**config.mk**
```make
export PLATFORM = sky130hd
export DESIGN_NAME = clkdiv_ctrl
export DESIGN_NICKNAME = d
export VERILOG_FILES = /design/src/rtl/clkdiv_ctrl.sv
export SDC_FILE = /design/constraint.sdc
export NUM_CORES = 1
export LEC_CHECK = 0
export BUFFER_PORTS_ARGS = -buffer_cell sky130_fd_sc_hd__buf_2
export CORE_ASPECT_RATIO = 0.7
export CORE_MARGIN = 1.5
export CORE_UTILIZATION = 60
export CTS_CLUSTER_DIAMETER = 100
export DETAILED_ROUTE_END_ITERATION = 7
export GPL_TIMING_DRIVEN = 0
export PLACE_DENSITY = 0.83
export SLEW_MARGIN = 20
export SYNTH_ARGS = -nofsm -noshare
export SYNTH_HDL_FRONTEND = slang
export SYNTH_SLANG_ARGS = --single-unit
```
**constraint.sdc**
```tcl
create_clock -name clk -period 6.6 [get_ports clk]
set_clock_uncertainty 0.1 [all_clocks]
set_input_delay 0 -clock clk [delete_from_list [all_inputs] [get_ports clk]]
set_output_delay 0 -clock clk [all_outputs]
set_load 0.005 [all_outputs]
```
**src/rtl/clkdiv_ctrl.sv**
```systemverilog
// clkdiv_ctrl: run/stop and ratio controller producing a glitch-free divided clock.
// Optional `period_cnt` output enabled by defining CLKDIV_PERIOD_CNT_EN.
module clkdiv_ctrl #(
    parameter int CNT_W   = 8,
    parameter int DEF_DIV = 4,
    parameter int MIN_DIV = 2
) (
    input  logic             clk,
    input  logic             reset,
    input  logic             en,
    input  logic             cfg_valid,
    input  logic [CNT_W-1:0] cfg_div,
    output logic             cfg_ready,
    output logic             clk_out,
    output logic             tick,
    output logic             busy,
    output logic [CNT_W-1:0] cur_div,
    output logic             err
`ifdef CLKDIV_PERIOD_CNT_EN
    ,
    output logic [15:0]      period_cnt
`endif
);
    typedef enum logic [1:0] {IDLE, RUN, PEND, STOP} state_t;
    state_t state, nxt_state;
    logic [CNT_W-1:0] cnt, pend, nxt_cnt, nxt_div, nxt_pend;
    logic xfer, legal, wrap, nxt_err, nxt_clk, nxt_tick;
    // pend always holds the ratio to load at the next boundary (equals cur_div when nothing is pending)
    always_comb begin
        cfg_ready = state == IDLE || state == RUN;
        busy      = state != IDLE;
        xfer      = cfg_valid && cfg_ready;
        legal     = cfg_div >= CNT_W'(MIN_DIV);
        wrap      = busy && cnt == cur_div - CNT_W'(1);
        nxt_err   = err || (xfer && !legal);
        nxt_state = state;
        nxt_div   = cur_div;
        nxt_pend  = pend;
        nxt_cnt   = wrap ? '0 : cnt + CNT_W'(1);
        case (state)
            IDLE: begin
                nxt_cnt = '0;
                if (xfer && legal) begin
                    nxt_div  = cfg_div;
                    nxt_pend = cfg_div;
                end
                if (en) nxt_state = RUN;
            end
            RUN: begin
                if (xfer && legal && !wrap) begin
                    nxt_pend  = cfg_div;
                    nxt_state = PEND;
                end else if (xfer && legal) begin
                    nxt_div   = cfg_div;
                    nxt_pend  = cfg_div;
                    nxt_state = en ? RUN : IDLE;
                end else if (wrap) begin
                    nxt_div   = pend;
                    nxt_state = en ? RUN : IDLE;
                end else if (!en) nxt_state = STOP;
            end
            PEND: begin
                if (wrap) begin
                    nxt_div   = pend;
                    nxt_state = en ? RUN : IDLE;
                end else if (!en) nxt_state = STOP;
            end
            STOP: begin
                if (wrap) begin
                    nxt_div   = pend;
                    nxt_state = IDLE;
                end else if (en) nxt_state = RUN;
            end
            default: nxt_state = IDLE;
        endcase
        nxt_clk  = nxt_state != IDLE && nxt_cnt < (nxt_div >> 1);
        nxt_tick = nxt_state != IDLE && nxt_cnt == '0;
    end
    always_ff @(posedge clk or negedge reset) begin
        if (!reset) begin
            state   <= IDLE;
            cnt     <= '0;
            cur_div <= CNT_W'(DEF_DIV);
            pend    <= CNT_W'(DEF_DIV);
            clk_out <= 1'b0;
            tick    <= 1'b0;
            err     <= 1'b0;
        end else begin
            state   <= nxt_state;
            cnt     <= nxt_cnt;
            cur_div <= nxt_div;
            pend    <= nxt_pend;
            clk_out <= nxt_clk;
            tick    <= nxt_tick;
            err     <= nxt_err;
        end
    end
`ifdef CLKDIV_PERIOD_CNT_EN
    always_ff @(posedge clk or negedge reset) begin
        if (!reset) period_cnt <= '0;
        else if (nxt_tick && period_cnt != 16'hFFFF) period_cnt <= period_cnt + 16'd1;
    end
`endif
endmodule

```
==> results of run 1 <==
==> cell type report <==
cell class,count,area share (%)
buffer,10,2.79
multi-input combinational,153,46.0
clock inverter,1,1.34
timing repair buffer,35,10.3
tap,36,2.01
inverter,8,1.34
clock buffer,7,3.85
sequential,29,32.5
==> critical path: stages (launching register included) <==
cell	delay [ns]
dfrtp_1	0.47
inv_1	0.08
ha_1	0.31
xor2_1	0.17
nand4b_1	0.14
or4_1	0.51
buf_6	0.17
nand2_4	0.13
o21ai_2	0.08
buf_2	0.19
a221oi_1	0.33
ha_1	0.33
a21o_1	0.18
a21oi_1	0.17
a21oi_1	0.09
nor3_1	0.26
==> cells in the mapped netlist, types with 2 or more instances <==
cell,instances,area [sq um]
and3_1,3,18.8
a221o_1,5,50.1
ha_1,8,100
nor4_1,3,18.8
nand4_1,2,12.5
dfrtp_1,27,676
o22a_1,2,17.5
nand3_1,7,35.0
a21oi_1,8,40.0
a31oi_1,4,25.0
dfstp_2,2,52.6
nor3_1,4,20.0
buf_2,5,25.0
xor2_1,10,87.6
mux2i_1,3,30.0
clkbuf_1,3,11.3
nand2_1,30,113
nor2_1,16,60.1
xnor2_1,6,52.6
mux2_2,2,22.5
a311oi_1,2,17.5
a221oi_1,5,43.8
o211ai_1,3,22.5
and2_1,6,37.5
a21o_1,3,22.5
inv_1,7,26.3
nand3b_1,2,15.0
==> how the worst max path moves through the flow <==
stage | end | slack [ns] | cells past startpoint
floorplan | clk_out | 3.30 | 15
global placement | clk_out | 2.99 | 15
detailed placement | clk_out | 2.86 | 15
CTS | clk_out | 2.81 | 15
global route | clk_out | 2.51 | 15
finish | clk_out | 2.76 | 15
==> through the flow <==
stage	cell area (sq um)	utilization, %
5_1_grt	2240	78.4
6_report	2240	78.4
3_3_place_gp	2020	70.5
4_1_cts	2240	78.4
2_1_floorplan	1850	-
3_5_place_dp	2020	70.5
==> power breakdown <==
| group | internal, uW | total, uW | switching (uW) |
|---|---|---|---|
| clock | 123 | 190 | 67.0 |
| sequential | 257 | 333 | 75.9 |
| combinational | 255 | 583 | 328 |
==> per-layer routing <==
metal / routed length (microns) / share of wire (%)
met4: 98 / 2.1
met5: 0 / 0
met3: 373 / 8.0
met2: 2270 / 48
met1: 1950 / 42
==> timing repair <==
| action | CTS | global route |
|---|---|---|
| endpoints found under the hold margin | 44 | 0 |
| setup buffers | 0 | 0 |
| hold buffers | 11 | 0 |
==> kinds of logic after synthesis <==
kind of cell	Yosys count	synth area share [%]
buf+inv	18	5.00
mux	5	2.84
compound gates	42	17.7
simple gates	82	22.2
fa+ha+maj	8	5.41
flops	29	39.3
xor+xnor	16	7.57
==> placed cells by master (no fill, tap or decap), drive strengths merged, types with 3 or more instances in the layout <==
cell          n
a21o          3
a21oi         8
a221o         5
a221oi        5
a31oi         4
and2          6
and3          3
buf          31
clkbuf       10
dfrtp        27
dlygate4sd3  11
ha            8
inv           7
mux2i         3
nand2        31
nand3         7
nor2         17
nor3          5
nor4          3
o211ai        3
xnor2         6
xor2         10
==> flip-flops by register name (all words and copies together) (netlist names) <==
signal   cells
cnt          8
tick         1
err          1
cur_div      8
state        2
clk_out      1
pend         8
==> flow_metrics.py, run 1 <==
metrics = {
    "clock_tree": {
        "cts_resized": 0,
        "clockBufferDepth": 2,
        "cts_sinks": 29,
        "cts_tree": "done",
        "clk_latency_ns": 0.28,
        "cts-root-buf": "clkbuf_8",
        "cts.clk_slew.worst_paths_ns": 0.06,
        "cts_made_buffers": 5,
        "htreeDepth": 2,
    },
    "floorplanning": {
        "die_x_microns": 69.4,
        "num_io_pins": 25,
        "die_y_microns": 49.5,
        "coreArea_sq_um": 2860,
        "initial_core_util_pct": 64.7,
        "dieArea_sq_um": 3430,
        "fp-row-count": 16,
    },
    "sta": {
        "finalMaxSlewViolations": 0,
        "fin_ws_ns": 2.76,
        "tightest_slew_ns": 0.665,
        "fmax_mhz": 261,
        "final-hold-violation-count": 0,
        "finalSetupViolCount": 0,
        "slew_headroom_pct": 55.6,
        "fin_crit_sh_pct": 58.1,
        "hold_slack_ns": 0.184,
        "period_needed_ns": 3.84,
        "rsz0062_at_grt": "no",
        "tns_ns": 0,
    },
    "synthesis": {
        "syn-num-nets": 220,
        "async_flop_share_pct": 100,
        "syn-cell-area_sq_um": 1850,
        "yosys_register_bits": 29,
        "ys_seq_area_share_pct": 39.3,
        "yosys.cell_types.count": 49,
        "syn-instance-count": 200,
        "yosys_warnings": 0,
        "avgSynthCellArea_sq_um": 9.26,
        "synth-edff-count": 0,
        "synth_ff_type": "dfrtp_1",
    },
    "setup_path": {
        "critical_path_class": "reg -> reg",
        "r2r_setup_slack_ns": 2.76,
        "r2r_start": "cur_div[0]",
        "arrival_ns": 3.91,
        "endpoint_kind": "flop",
        "reg2reg_depth": 15,
        "critical_path.startpoint": "cur_div[0]",
        "worstReg2RegEnd": "clk_out",
        "crit_fanout": 10,
        "crit_required_ns": 6.67,
        "startpoint_type": "flop",
    },
    "routing": {
        "ant_nets": 0,
        "vias": 1745,
        "firstDrtPassIters": 4,
        "drtIter0Drc": 124,
        "drc": 0,
        "wl_microns": 4690,
        "viasPerCell": 6.25,
        "drt-wirelength-per-cell_microns": 16.8,
    },
    "finish": {
        "antenna_cells": 0,
        "multi_input_area_sq_um": 1030,
        "nets": 262,
        "stdcell_count": 279,
        "syn_to_final_growth_pct": 21.1,
        "register_area_sq_um": 728,
        "drive_gt1_share_pct": 19.3,
        "fillers": 202,
    },
    "run_status": {
        "outcome": "finished clean",
    },
    "placed_design": {
        "place_congestion": 0.885,
        "pre_cts_ws_ns": 2.86,
        "dpl.cell_count": 260,
        "hpwl_microns": 3350,
        "port_buffers": 24,
    },
    "power_and_ir_drop": {
        "ir_worst_vdd_v": 0.000268,
        "finalPower_uw": 1110,
        "power.density_nw_per_um2": 493,
        "p_leak_uw": 0.00110,
    },
    "global_route": {
        "grt-ovfl-total": 0,
        "grt_max_degree": 30,
        "grt_pass1_vias": 1652,
        "grt_busiest_layer": "met2",
        "met1_usage_pct": 37.0,
        "antenna_found_initial": 0,
        "use_met3_pct": 7.36,
        "grt_first_pass_wirelength_microns": 7650,
        "gr-usage-all-layers_pct": 29.4,
        "globalRouteMet2Util_pct": 49.2,
    },
    "job": {
        "cap_violations": 0,
    },
    "min_path": {
        "hp-class": "in -> async",
    },
}
(Power assumes the default switching activity.)
==> inputs of run 2 (changes only) <==
--- a/config.mk
+++ b/config.mk
@@ -8,11 +8,11 @@
 export BUFFER_PORTS_ARGS = -buffer_cell sky130_fd_sc_hd__buf_2
 export CORE_ASPECT_RATIO = 0.7
 export CORE_MARGIN = 1.5
-export CORE_UTILIZATION = 60
+export CORE_UTILIZATION = 51
 export CTS_CLUSTER_DIAMETER = 100
 export DETAILED_ROUTE_END_ITERATION = 7
 export GPL_TIMING_DRIVEN = 0
-export PLACE_DENSITY = 0.83
+export PLACE_DENSITY = 0.75
 export SLEW_MARGIN = 20
 export SYNTH_ARGS = -nofsm -noshare
 export SYNTH_HDL_FRONTEND = slang
==> constraint.sdc (replaced) <==
create_clock -name clk -period 3.3 [get_ports clk]
set_clock_uncertainty 0.1 [all_clocks]
set_input_delay 0 -clock clk [delete_from_list [all_inputs] [get_ports clk]]
set_output_delay 0 -clock clk [all_outputs]
set_load 0.005 [all_outputs]
==> flow_metrics.py, run 2 (synthesis results as in run 1) <==
metrics = {
    "run_status": {
        "outcome": "finished with violations",
        "violations": "setup timing",
    },
    "sta": {
        "fmax_mhz": 297,
        "rsz0062_at_grt": "yes",
        "slew_headroom_pct": 54.6,
        "final-hold-violation-count": 0,
        "period_needed_ns": 3.36,
        "finalMaxSlewViolations": 0,
        "fin_ws_ns": -0.0617,
        "tns_ns": -0.0617,
        "tightest_slew_ns": 0.681,
        "hold_slack_ns": 0.0714,
        "fin_crit_sh_pct": 102,
        "finalSetupViolCount": 1,
    },
    "routing": {
        "ant_nets": 0,
        "wl_microns": 4550,
        "drtIter0Drc": 79,
        "drt-wirelength-per-cell_microns": 15.1,
        "drc": 0,
        "viasPerCell": 5.54,
        "vias": 1667,
        "firstDrtPassIters": 5,
    },
    "global_route": {
        "grt_max_degree": 30,
        "grt-ovfl-total": 0,
        "grt_first_pass_wirelength_microns": 7360,
        "antenna_found_initial": 0,
        "grt_pass1_vias": 1463,
        "gr-usage-all-layers_pct": 25.9,
    },
    "floorplanning": {
        "die_x_microns": 75.0,
        "die_y_microns": 53.4,
        "initial_core_util_pct": 53.0,
        "dieArea_sq_um": 4010,
        "fp-row-count": 18,
        "num_io_pins": 25,
        "coreArea_sq_um": 3490,
    },
    "clock_tree": {
        "cts-root-buf": "clkbuf_8",
        "cts_tree": "done",
        "clockBufferDepth": 2,
        "htreeDepth": 2,
        "cts_sinks": 29,
        "cts.clk_slew.worst_paths_ns": 0.07,
        "clk_latency_ns": 0.29,
        "cts_made_buffers": 5,
    },
    "finish": {
        "syn_to_final_growth_pct": 31.1,
        "final_cell_mix": "29 x nand2_1, 27 x buf_2, 23 x dfrtp_1",
        "nets": 270,
        "top_regs": "cnt (8), cur_div (8), pend (8)",
        "drive_gt1_share_pct": 29.5,
        "stdcell_count": 301,
        "layout_commonest_cell": "nand2_1",
        "antenna_cells": 0,
    },
    "power_and_ir_drop": {
        "ir_worst_vdd_v": 0.000458,
        "power.density_nw_per_um2": 967,
        "finalPower_uw": 2350,
        "p_leak_uw": 0.00114,
    },
    "placed_design": {
        "port_buffers": 24,
        "place_congestion": 0.859,
        "pre_cts_ws_ns": -0.301,
        "hpwl_microns": 3090,
        "dpl.cell_count": 274,
    },
    "setup_path": {
        "startpoint_type": "flop",
        "crit_required_ns": 3.36,
        "critical_path_class": "reg -> reg",
        "slowest_delay_ns": 0.64,
        "endpoint_kind": "flop",
        "crit_buf_inv": 2,
        "critical-path-top-delay-family": "simple AND/OR/NAND/NOR gates",
        "critPathSlowestCell": "or4_4",
        "crit_path_frequent_cell": "ha_4",
        "arrival_ns": 3.43,
        "worstPathCellList": "inv_2 -> ha_4 -> and4bb_1 -> xnor2_1 -> or4_4 -> buf_8 -> mux2i_4 -> nand2_1 -> mux2_4 -> ha_4 -> nand2_2 -> a31o_1 -> a311oi_2 -> nor3_2",
        "crit_fanout": 7,
    },
    "min_path": {
        "hp-class": "in -> reg",
    },
    "job": {
        "cap_violations": 0,
    },
}
[run 2: worst reg2reg max path, stage by stage (launching register included)]
cell and delay [ns]:
dfrtp_1 0.41, inv_2 0.08, ha_4 0.17, and4bb_1 0.21, xnor2_1 0.12, or4_4 0.64
buf_8 0.19, mux2i_4 0.17, nand2_1 0.07, mux2_4 0.29, ha_4 0.27, nand2_2 0.03
a31o_1 0.21, a311oi_2 0.21, nor3_2 0.08
[run 2: power by group]
| part | total [uW] | switching (uW) | internal, uW |
|---|---|---|---|
| sequential | 660 | 140 | 520 |
| combinational | 1360 | 716 | 640 |
| clock | 332 | 143 | 188 |
| total | 2350 | 999 | 1350 |
[run 2: per-layer routing]
layer	vias up	track usage [%]	wire [microns]
met5	-	0	0
met4	0	9.09	46
met3	5	5.71	271
met2	45	37.3	2030
met1	791	37.7	2200
li1	826	-	-
[run 2: path summary, 6_finish.rpt]
kind                                 start         end  slack, ns  cells past startpoint
worst min register to register     pend[2]     pend[2]       0.37                      2
worst max register to register  cur_div[1]     clk_out      -0.06                     14
worst max-delay path            cur_div[1]     clk_out      -0.06                     14
min in group asynchronous            reset      cnt[3]       0.18                      2
worst min-delay path            cfg_div[2]         err       0.07                      3
max in group asynchronous            reset  cur_div[5]       2.43                      2
[run 2: timing repair]
| item | 4_1_cts | 5_1_grt |
|---|---|---|
| hold buffers | 11 | 0 |
| pin swaps | 7 | 1 |
| buffers inserted | 11 | 0 |
| setup endpoints to repair | 1 | 1 |
| hold endpoints to repair | 44 | 0 |
| gates resized for setup | 15 | 11 |
[run 2: metrics by stage]
stage               instance area (sq um)  util, %
CTS                                  2360     67.7
floorplan                            1850        -
global route                         2430     69.5
finish                               2430     69.5
global placement                     2030     58.3
detailed placement                   2030     58.3
[run 2: final cells by class]
type	instances	area [sq um]
Fill cell	280	1060
Tap cell	50	62.6
Timing Repair Buffer	46	313
Clock inverter	1	5.00
Buffer	7	45.0
Inverter	8	30.0
Multi-Input combinational cell	153	1140
Clock buffer	7	96.3
Sequential cell	29	733
==> inputs of run 3 (changes only) <==
--- a/config.mk
+++ b/config.mk
@@ -8,11 +8,11 @@
 export BUFFER_PORTS_ARGS = -buffer_cell sky130_fd_sc_hd__buf_2
 export CORE_ASPECT_RATIO = 0.7
 export CORE_MARGIN = 1.5
-export CORE_UTILIZATION = 51
+export CORE_UTILIZATION = 50
 export CTS_CLUSTER_DIAMETER = 100
 export DETAILED_ROUTE_END_ITERATION = 7
 export GPL_TIMING_DRIVEN = 0
-export PLACE_DENSITY = 0.75
+export PLACE_DENSITY = 0.74
 export SLEW_MARGIN = 20
 export SYNTH_ARGS = -nofsm -noshare
 export SYNTH_HDL_FRONTEND = slang
==> flow_metrics.py, run 3 (synthesis results as in run 1) <==
metrics = {
    "power_and_ir_drop": {
        "switching_power_uw": 968,
        "p_int_uw": 1330,
        "finalPower_uw": 2300,
        "p_leak_uw": 0.00114,
        "seqPwrFrac_pct": 28.9,
        "clkPwrFrac_pct": 14.8,
        "switching_share_pct": 42.1,
        "power.density_nw_per_um2": 964,
        "comb_power_share_pct": 56.3,
        "ir_worst_vdd_v": 0.000513,
    },
    "sta": {
        "tightest_slew_ns": 0.660,
        "finalSetupViolCount": 1,
        "tns_ns": -0.0397,
        "fmax_mhz": 299,
        "fin_crit_sh_pct": 101,
        "finalMaxSlewViolations": 0,
        "fin_ws_ns": -0.0397,
        "final-hold-violation-count": 0,
        "period_needed_ns": 3.34,
        "slew_headroom_pct": 56.0,
        "hold_slack_ns": 0.0767,
        "rsz0062_at_grt": "yes",
    },
    "global_route": {
        "grt_pass1_vias": 1490,
        "grt-ovfl-total": 0,
        "gr-usage-all-layers_pct": 25.0,
        "antenna_found_initial": 0,
        "grt_first_pass_wirelength_microns": 7270,
        "grt_max_degree": 30,
    },
    "placed_design": {
        "place_congestion": 0.867,
        "hpwl_microns": 3060,
        "port_buffers": 24,
        "dpl.cell_count": 274,
    },
    "setup_path": {
        "reg2reg_depth": 13,
        "crit_required_ns": 3.37,
        "r2r_start": "cur_div[0]",
        "arrival_ns": 3.41,
        "r2r_setup_slack_ns": -0.04,
        "startpoint_type": "flop",
        "crit_fanout": 8,
        "endpoint_kind": "flop",
        "critical_path.startpoint": "cur_div[0]",
        "worstReg2RegEnd": "clk_out",
        "critical_path_class": "reg -> reg",
    },
    "floorplanning": {
        "die_x_microns": 75.7,
        "fp-row-count": 18,
        "die_y_microns": 53.9,
        "dieArea_sq_um": 4080,
        "coreArea_sq_um": 3540,
        "initial_core_util_pct": 52.4,
        "num_io_pins": 25,
    },
    "clock_tree": {
        "cts-root-buf": "clkbuf_8",
        "cts_tree": "done",
        "cts_made_buffers": 5,
        "clk_latency_ns": 0.30,
        "cts_sinks": 29,
        "cts.clk_slew.worst_paths_ns": 0.07,
        "clockBufferDepth": 2,
        "htreeDepth": 2,
    },
    "min_path": {
        "hp-class": "in -> reg",
        "min_from": "cfg_div[2]",
        "hold-path-cell-count": 3,
        "holdPathEnd": "err",
    },
    "routing": {
        "ant_nets": 0,
        "wl_met3_microns": 203,
        "drtIter0Drc": 91,
        "wl_microns": 4410,
        "drc": 0,
        "wl_met1_microns": 2210,
        "viasPerCell": 5.50,
        "top_layer": "met4",
        "firstDrtPassIters": 4,
        "route.met2.wl_microns": 1930,
        "drt-wirelength-per-cell_microns": 14.7,
        "vias": 1655,
    },
    "finish": {
        "syn_to_final_growth_pct": 28.9,
        "antenna_cells": 0,
        "drive_gt1_share_pct": 27.9,
        "final_cell_mix": "30 x nand2_1, 27 x buf_2, 24 x dfrtp_1",
        "nets": 270,
        "stdcell_count": 301,
        "top_regs": "cnt (8), cur_div (8), pend (8)",
        "layout_commonest_cell": "nand2_1",
    },
    "job": {
        "cap_violations": 0,
    },
    "run_status": {
        "violations": "setup timing",
        "outcome": "finished with violations",
    },
}
-- run 3: worst max-delay path, cell delays in order, from the launching register on --
cell	delay (ns)
dfrtp_2	0.44
nor3_2	0.27
a21oi_1	0.10
nand4b_1	0.17
or4_4	0.59
buf_8	0.17
mux2i_2	0.19
nand2_1	0.08
mux2_4	0.28
ha_1	0.27
nand2_1	0.04
a31o_1	0.19
a311oi_1	0.21
nor3_1	0.11
-- run 3: what timing repair did --
| item | in CTS | in global routing |
|---|---|---|
| endpoints found under the hold margin | 44 | 0 |
| resized for setup | 14 | 6 |
| hold buffers | 12 | 0 |
| setup buffers | 10 | 0 |
| endpoints found under the setup margin | 1 | 1 |
| pin swaps | 6 | 2 |
-- run 3: power groups by stage --
| stage | Clock, uW | Combinational [uW] | Sequential (uW) |
|---|---|---|---|
| final | 341 | 1290 | 664 |
| after global routing | 354 | 1440 | 685 |
| after CTS | 341 | 1270 | 652 |
| after detailed placement | 0 | 1100 | 667 |
| after global placement | 0 | 1070 | 665 |
| after floorplan | 0 | 829 | 633 |
-- run 3: per-stage QoR --
stage / instance area [sq um] / setup slack [ns] / utilization (%)
6_report: 2390 / -0.0397 / 67.5
5_1_grt: 2390 / -0.135 / 67.5
4_1_cts: 2360 / 0.00412 / 66.8
3_5_place_dp: 2030 / -0.376 / 57.5
3_3_place_gp: 2030 / -0.305 / 57.5
2_1_floorplan: 1850 / 0.00135 / -
-- run 3: cell type report --
class / count / area, sq um
plain buffers: 7 / 45.0
multi-input cells: 153 / 1100
repair buffers: 46 / 315
flip-flops and latches: 29 / 732
clock inverters: 1 / 5.00
well taps: 50 / 62.6
fillers: 300 / 1150
inverters: 8 / 30.0
clock buffers: 7 / 96.3
-- run 3: worst max-delay path by stage --
stage	to	slack, ns
after floorplan	clk_out	0.001
after global placement	clk_out	-0.30
after detailed placement	clk_out	-0.38
after CTS	clk_out	0.004
after global routing	clk_out	-0.13
final	clk_out	-0.04
-- run 3: per-layer routing --
| layer | track usage (%) | vias to the layer above |
|---|---|---|
| li1 | - | 824 |
| met1 | 35.3 | 784 |
| met2 | 37.4 | 39 |
| met3 | 5.99 | 8 |
| met4 | 8.93 | 0 |
| met5 | 0 | - |
